--- config.mk ---
export PLATFORM = sky130hd
export DESIGN_NAME = sram_ro_arbiter
export DESIGN_NICKNAME = d
export VERILOG_FILES = /design/src/rtl/sram_ro_arbiter.sv
export SDC_FILE = /design/constraint.sdc
export NUM_CORES = 1
export LEC_CHECK = 0
export CORE_UTILIZATION = 39
export CTS_BUF_LIST = sky130_fd_sc_hd__clkbuf_8 sky130_fd_sc_hd__clkbuf_16
export DETAILED_ROUTE_END_ITERATION = 6
export GPL_TIMING_DRIVEN = 0
export PLACE_DENSITY = 0.77
export SYNTH_ARGS = -nofsm -noshare
export SYNTH_HDL_FRONTEND = slang
export SYNTH_SLANG_ARGS = --single-unit
--- constraint.sdc ---
create_clock -name mgmt_clk -period 1.7 [get_ports mgmt_clk]
set_clock_uncertainty 0.2 [all_clocks]
set_input_delay 0.34 -clock mgmt_clk [delete_from_list [all_inputs] [get_ports mgmt_clk]]
set_output_delay 0.34 -clock mgmt_clk [all_outputs]
set_load 0.02 [all_outputs]
--- src/rtl/sram_ro_arbiter.sv ---
// sram_ro_arbiter: shares the read-only port (port 1) of the 32x512 SRAM
// macro between the management RO path (A, lower half) and the
// housekeeping/flash-boot RO path (B, upper half). One read is in flight
// at a time. Every output comes straight from a register.
//
// Handshake: a requester raises req with a stable addr and holds both
// until it sees a one-cycle gnt pulse. Dropping req before gnt withdraws
// the request. After gnt, req and addr are ignored for the read in
// flight, and a req that is still high counts as a new request. The read
// data arrives later as a one-cycle rvalid pulse. rdata holds its value
// until the next rvalid for that requester.
`timescale 1ns/1ps
module sram_ro_arbiter #(
  parameter int AW           = 8,
  parameter int DW           = 32,
  parameter int READ_LAT     = 1,
  parameter int FIXED_PRIO_B = 0
) (
  input  logic          mgmt_clk,
  input  logic          resetb,
  input  logic          a_req,
  input  logic [AW-1:0] a_addr,
  output logic          a_gnt,
  output logic          a_rvalid,
  output logic [DW-1:0] a_rdata,
  input  logic          b_req,
  input  logic [AW-1:0] b_addr,
  output logic          b_gnt,
  output logic          b_rvalid,
  output logic [DW-1:0] b_rdata,
  output logic          sram_csb1,
  output logic [AW:0]   sram_addr1,
  input  logic [DW-1:0] sram_dout1,
  output logic          busy,
  output logic [1:0]    dbg_state
);

  typedef enum logic [1:0] {
    IDLE  = 2'd0,
    ISSUE = 2'd1,
    WAIT  = 2'd2,
    RESP  = 2'd3
  } state_e;

  // Counter reload: cycles still to wait after ISSUE before dout1 is valid.
  localparam logic [1:0] LAT_M1 = 2'(READ_LAT - 1);

  state_e        state_q, state_d;
  logic [1:0]    cnt_q, cnt_d;
  logic          sel_b_q, sel_b_d;     // requester owning the read in flight
  logic          last_b_q, last_b_d;   // last granted requester was B
  logic          csb_q, csb_d;
  logic [AW:0]   addr_q, addr_d;
  logic          a_gnt_q, a_gnt_d, b_gnt_q, b_gnt_d;
  logic          a_rv_q, a_rv_d, b_rv_q, b_rv_d;
  logic [DW-1:0] a_rdata_q, a_rdata_d, b_rdata_q, b_rdata_d;
  logic          win_b;

  // B wins when it is the only one asking, when B has fixed priority, or
  // when round-robin says A was served last.
  assign win_b = b_req & (~a_req | (FIXED_PRIO_B != 0) | ~last_b_q);

  // Next-state and registered-output logic for the read sequencer.
  always_comb begin
    state_d   = state_q;
    cnt_d     = cnt_q;
    sel_b_d   = sel_b_q;
    last_b_d  = last_b_q;
    csb_d     = 1'b1;
    addr_d    = addr_q;
    a_gnt_d   = 1'b0;
    b_gnt_d   = 1'b0;
    a_rv_d    = 1'b0;
    b_rv_d    = 1'b0;
    a_rdata_d = a_rdata_q;
    b_rdata_d = b_rdata_q;
    case (state_q)
      // RESP arbitrates like IDLE so a waiting request goes straight to ISSUE.
      IDLE, RESP: begin
        if (a_req | b_req) begin
          state_d  = ISSUE;
          csb_d    = 1'b0;
          sel_b_d  = win_b;
          last_b_d = win_b;
          addr_d   = win_b ? {1'b1, b_addr} : {1'b0, a_addr};
          a_gnt_d  = ~win_b;
          b_gnt_d  = win_b;
        end else begin
          state_d = IDLE;
        end
      end
      ISSUE: begin
        state_d = WAIT;
        cnt_d   = LAT_M1;
      end
      WAIT: begin
        if (cnt_q == 2'd0) begin
          state_d = RESP;
          if (sel_b_q) begin
            b_rdata_d = sram_dout1;
            b_rv_d    = 1'b1;
          end else begin
            a_rdata_d = sram_dout1;
            a_rv_d    = 1'b1;
          end
        end else begin
          cnt_d = cnt_q - 2'd1;
        end
      end
      default: state_d = IDLE;
    endcase
  end

  // State and output registers; reset abandons any read in flight.
  always_ff @(posedge mgmt_clk) begin
    if (!resetb) begin
      state_q   <= IDLE;
      cnt_q     <= 2'd0;
      sel_b_q   <= 1'b0;
      last_b_q  <= 1'b1;
      csb_q     <= 1'b1;
      addr_q    <= '0;
      a_gnt_q   <= 1'b0;
      b_gnt_q   <= 1'b0;
      a_rv_q    <= 1'b0;
      b_rv_q    <= 1'b0;
      a_rdata_q <= '0;
      b_rdata_q <= '0;
    end else begin
      state_q   <= state_d;
      cnt_q     <= cnt_d;
      sel_b_q   <= sel_b_d;
      last_b_q  <= last_b_d;
      csb_q     <= csb_d;
      addr_q    <= addr_d;
      a_gnt_q   <= a_gnt_d;
      b_gnt_q   <= b_gnt_d;
      a_rv_q    <= a_rv_d;
      b_rv_q    <= b_rv_d;
      a_rdata_q <= a_rdata_d;
      b_rdata_q <= b_rdata_d;
    end
  end

  assign a_gnt      = a_gnt_q;
  assign b_gnt      = b_gnt_q;
  assign a_rvalid   = a_rv_q;
  assign b_rvalid   = b_rv_q;
  assign a_rdata    = a_rdata_q;
  assign b_rdata    = b_rdata_q;
  assign sram_csb1  = csb_q;
  assign sram_addr1 = addr_q;
  assign busy       = (state_q != IDLE);
  assign dbg_state  = state_q;

endmodule

Word-level counts from Yosys, hierarchy flattened:

Cells that the tools add are included.

* register bits after elaboration: 84
* input bits: 52
* output and inout bits: 81
* logic and storage cells: 46

* $add $sub $neg: 1
* eq/ne operators: 5
* multiplexer cells: 9
* bitwise gates (word level): 7
* reductions and logical operators: 12

Operators with widths (count)
* $reduce_and A3 Y1: 4
* $mux W9: 1
* $pmux W2 S3: 1
* $reduce_and A2 Y1: 3
* $eq A2 B2 Y1 const B: 2
* $logic_not A2 Y1: 2
* $mux W1: 4
* $mux W2: 2
* $ne A2 B2 Y1 const B: 2
* $not A1 Y1: 4
* $pmux W2 S2: 1
* $reduce_bool A2 Y1: 2
* $eq A2 B1 Y1 const B: 1
* $or A1 B1 Y1: 2
* $reduce_or A2 Y1: 1
* $sub A2 B1 Y2 const B: 1
* $and A1 B1 Y1: 1

Depth between registers and ports, before layout:

* depth in word-level cells: 4
* gate-level depth with buffers: 7
* depth with buffers taken out: 5

Least setup slack after synthesis:

Ideal clock, no wire load.

* path kind: register -> register
* start: register state_q[0], in the netlist dbg_state[0]
* end: register state_q[0], in the netlist dbg_state[0]
* setup time: 0.116 ns
* data arrival time: 1.454 ns
* setup slack: -0.070 ns
* cell stages (with the launch flop): 8
* path buffers: 2
* period minus slack after synthesis: 1.770 ns
* path through: dfxtp_1 inv_1 ha_1 o21ba_1 buf_4 buf_6 a21oi_1 nor2_1

* cells in the longest elaborated chain, start to end: 3

Ends and longest elaborated chain
* start: declaration: RTL line 48 `state_e state_q, state_d;`
* start signal: assignment: RTL line 130 `state_q <= state_d;`
* $eq A2 B2 Y1 or $logic_not A2 Y1 (tied branches): RTL line 77 `case (state_q)`
* $reduce_or A2 Y1: RTL line 77
* $pmux W2 S3: RTL line 77

Several ways; a longest one is shown, not always the timed one.
A chain may end at the register's enable or synchronous reset.

Worst setup path after layout:

* start: register state_q[1], in the netlist dbg_state[1]
* end: register state_q[0], in the netlist dbg_state[0]

The elaborated chain is that of the path after synthesis.

==> impl_metrics.yaml <==
outcome:
  outcome: "finished, final reports clean"
detailed_routing:
  vias_per_cell: 4.771
  first_pass_iters: 6
  ant_nets: 0
  post_drt_wl_per_cell_um: 13.82
  drc: 0
  vias: 3006
  drt_iter0_drc: 62
  drt-total-wl_um: 8708
synthesis:
  synth_simple_gate_area_share_pct: 19.80
  synth-edff-count: 0
  ys_seq_area_share_pct: 50.86
  synth_seq_cells: 83
  synthAdderAreaFrac_pct: 1.532
  syn_nets: 432
  synth_top_area_share_pct: 50.86
  synthTopCellsByCount: "nand2_1, dfxtp_1, a21boi_1"
  yosysTopAreaCell: "dfxtp_1"
  synth_xor_area_share_pct: 0
  synth_top_family_by_area: "compound AO/OA/AOI/OAI gates"
  synthMuxAreaShare_pct: 0.3064
  synthFlopType: "dfxtp_1"
  async_flop_share_pct: 0
  post-synth-top-count-cell: "nand2_1"
  syn_avg_cell_area_um2: 8.689
  synth_cell_type_count: 28
  synth_compound_area_share_pct: 20.95
  netlist_area_um2: 3267
  syn_inst: 376
  synth_warnings: 0
  synth_area_leaders: "dfxtp_1, nand2_1, a21boi_1"
job:
  maxCapViolCount: 0
setup_path:
  start_kind: "flop"
  critical_path_class: "reg2reg"
  crit_fanout: 10
  crit_chain: "inv_2 > ha_4 > o21ba_2 > buf_6 > buf_6 > a21oi_1 > nor2_1"
  critPathSlowestCell: "dfxtp_4"
  worst_path_dominant_cell_family: "flip-flops"
  critPathArrivalTime_ns: 1.68
  required_ns: 1.73
  crit_buf_inv: 3
  crit_path_end_kind: "flop"
  slowest_delay_ns: 0.38
  path_common_cell: "buf_6"
global_routing:
  overflow: 0
  grt_max_degree: 14
  grtUsageTotal_pct: 21.01
  first_global_vias: 3021
  antenna_found_initial: 0
  grt_pass1_wl_um: 14300
cells_and_area:
  synthToLayoutAreaGrowth_pct: 49.75
  layout.nets: 576
  drive_gt1_share_pct: 11.24
  n_antenna_cell: 0
  final_area_um2: 4892
timing:
  worst_slew_pin_slew_ns: 0.4252
  period_minus_slack_ns: 1.645
  tns_ns: 0
  finalSetupViolations: 0
  hold_violations: 0
  fmax_ghz: 0.6078
  relSlewSlack_pct: 71.66
  slew_violations: 0
  fin_crit_sh_pct: 96.78
floorplan:
  rows: 33
  fp.dieH_um: 93.53
  start_util_pct: 39.96
  ios: 133
  die_w_um: 93.53
  die_area_um2: 8747
  core-area_um2: 8175
pwr:
  max-vdd-ir-drop_v: 0.0007963
  powerDensity_nw_per_um2: 1222
  p_leak_uw: 0.002163
clock_network:
  clk_pin_slew_ns: 0.08
  postCtsHoldBufs: 0
  cts_buffers: 9
  cts-root-buf: "clkbuf_8"
  clock_latency_ns: 0.34
  htree_levels: 3
  clockBufferDepth: 2
  tritoncts: "yes"
  clock-sinks: 83
hold_path:
  min_path_type: "in2reg"
placed_design:
  place.gp.congestion: 0.7257
  place_area_um2: 4712
  portBuffers: 131
  hpwl_um: 6299
-- timing repair --
item	CTS	global route
gates cloned	0	1
pin swaps	1	0
endpoints found under the setup margin	99	71
resized for setup	91	14
setup buffers	1	0
-- cells in the final DEF (no fill, tap or decap), types with 2 or more instances in the layout --
master,Yosys,layout
and3_1,3,3
ha_4,0,2
clkdlybuf4s50_1,0,50
nor2_1,5,5
dfxtp_1,83,80
buf_4,3,7
buf_6,8,9
clkbuf_1,7,7
a21boi_0,5,5
bufinv_16,0,2
o21ai_0,10,10
a21boi_2,11,11
clkbuf_8,0,9
clkbuf_4,0,2
nand2b_1,3,3
dfxtp_4,0,2
o21a_1,2,2
inv_1,8,9
dlygate4sd2_1,0,79
a31oi_1,8,8
clkinvlp_4,0,2
nand2_1,145,145
a21boi_1,49,49
and2_1,3,3
buf_2,9,5
-- per-layer routing --
layer | up-vias | GRT usage, % | wire length [µm]
met1 | 1404 | 25.01 | 3654
met2 | 90 | 36.70 | 4387
li1 | 1505 | - | -
met3 | 7 | 6.585 | 588
met5 | - | 0 | 0
met4 | 0 | 5.000 | 78
-- final timing paths --
check / from / to / slack [ns] / cells after the start
max: dbg_state[1] / dbg_state[0] / 0.05 / 7
min: resetb / sram_addr1[0] / 0.16 / 3
max reg2reg: dbg_state[1] / dbg_state[0] / 0.05 / 7
min reg2reg: a_rdata[0] / a_rdata[0] / 0.25 / 2
-- where the power goes --
| part | leakage [µW] | total, µW | internal [µW] | switching (µW) |
|---|---|---|---|---|
| Sequential | 0.000676 | 2410 | 2250 | 160 |
| Combinational | 0.00138 | 2070 | 894 | 1170 |
| Clock | 0.000109 | 1510 | 812 | 694 |
| Total | 0.00216 | 5980 | 3950 | 2030 |
-- logic make-up after synthesis --
family,Yosys count
DFF,83
muxes,1
and+or+nand+nor,163
buffers and inverters,35
adders and majority gates,4
AOI/OAI and AO/OA,90
-- state kept, by name, indices dropped and copies added, names as in the netlist --
signal and flops:
a_rdata 32, b_rdata 32, sram_addr1 8, cnt_q 2, dbg_state 2, a_gnt 1
a_rvalid 1, b_gnt 1, b_rvalid 1, last_b_q 1, sel_b_q 1, sram_csb1 1
-- worst reg2reg max path, stage by stage, from the launching register on --
cell     delay (ns)
dfxtp_4        0.38
inv_2          0.05
ha_4           0.29
o21ba_2        0.18
buf_6          0.13
buf_6          0.13
a21oi_1        0.11
nor2_1         0.06
-- per-stage QoR --
stage / setup WS [ns] / hold slack (ns) / instances / util, % / power (µW)
after floorplan: 0.02383 / 0.2749 / 376 / - / 3623
after global placement: -0.09638 / 0.2419 / 612 / 57.64 / 4546
after detailed placement: -0.1079 / 0.2481 / 612 / 57.64 / 4595
after CTS: 0.003945 / 0.1593 / 629 / 59.32 / 5943
after global routing: -0.01610 / 0.1760 / 630 / 59.84 / 6332
final: 0.05472 / 0.1591 / 630 / 59.84 / 5980
-- cell type report --
class,instances,area [µm²]
fill,782,3283
sequential,83,1670
multi-input combinational,258,1424
timing repair buffer,133,1224
buffer,27,200.2
tap,105,131.4
clock buffer,9,123.9
clock inverter,7,86.33
inverter,8,32.53
(Power assumes the default switching activity.)
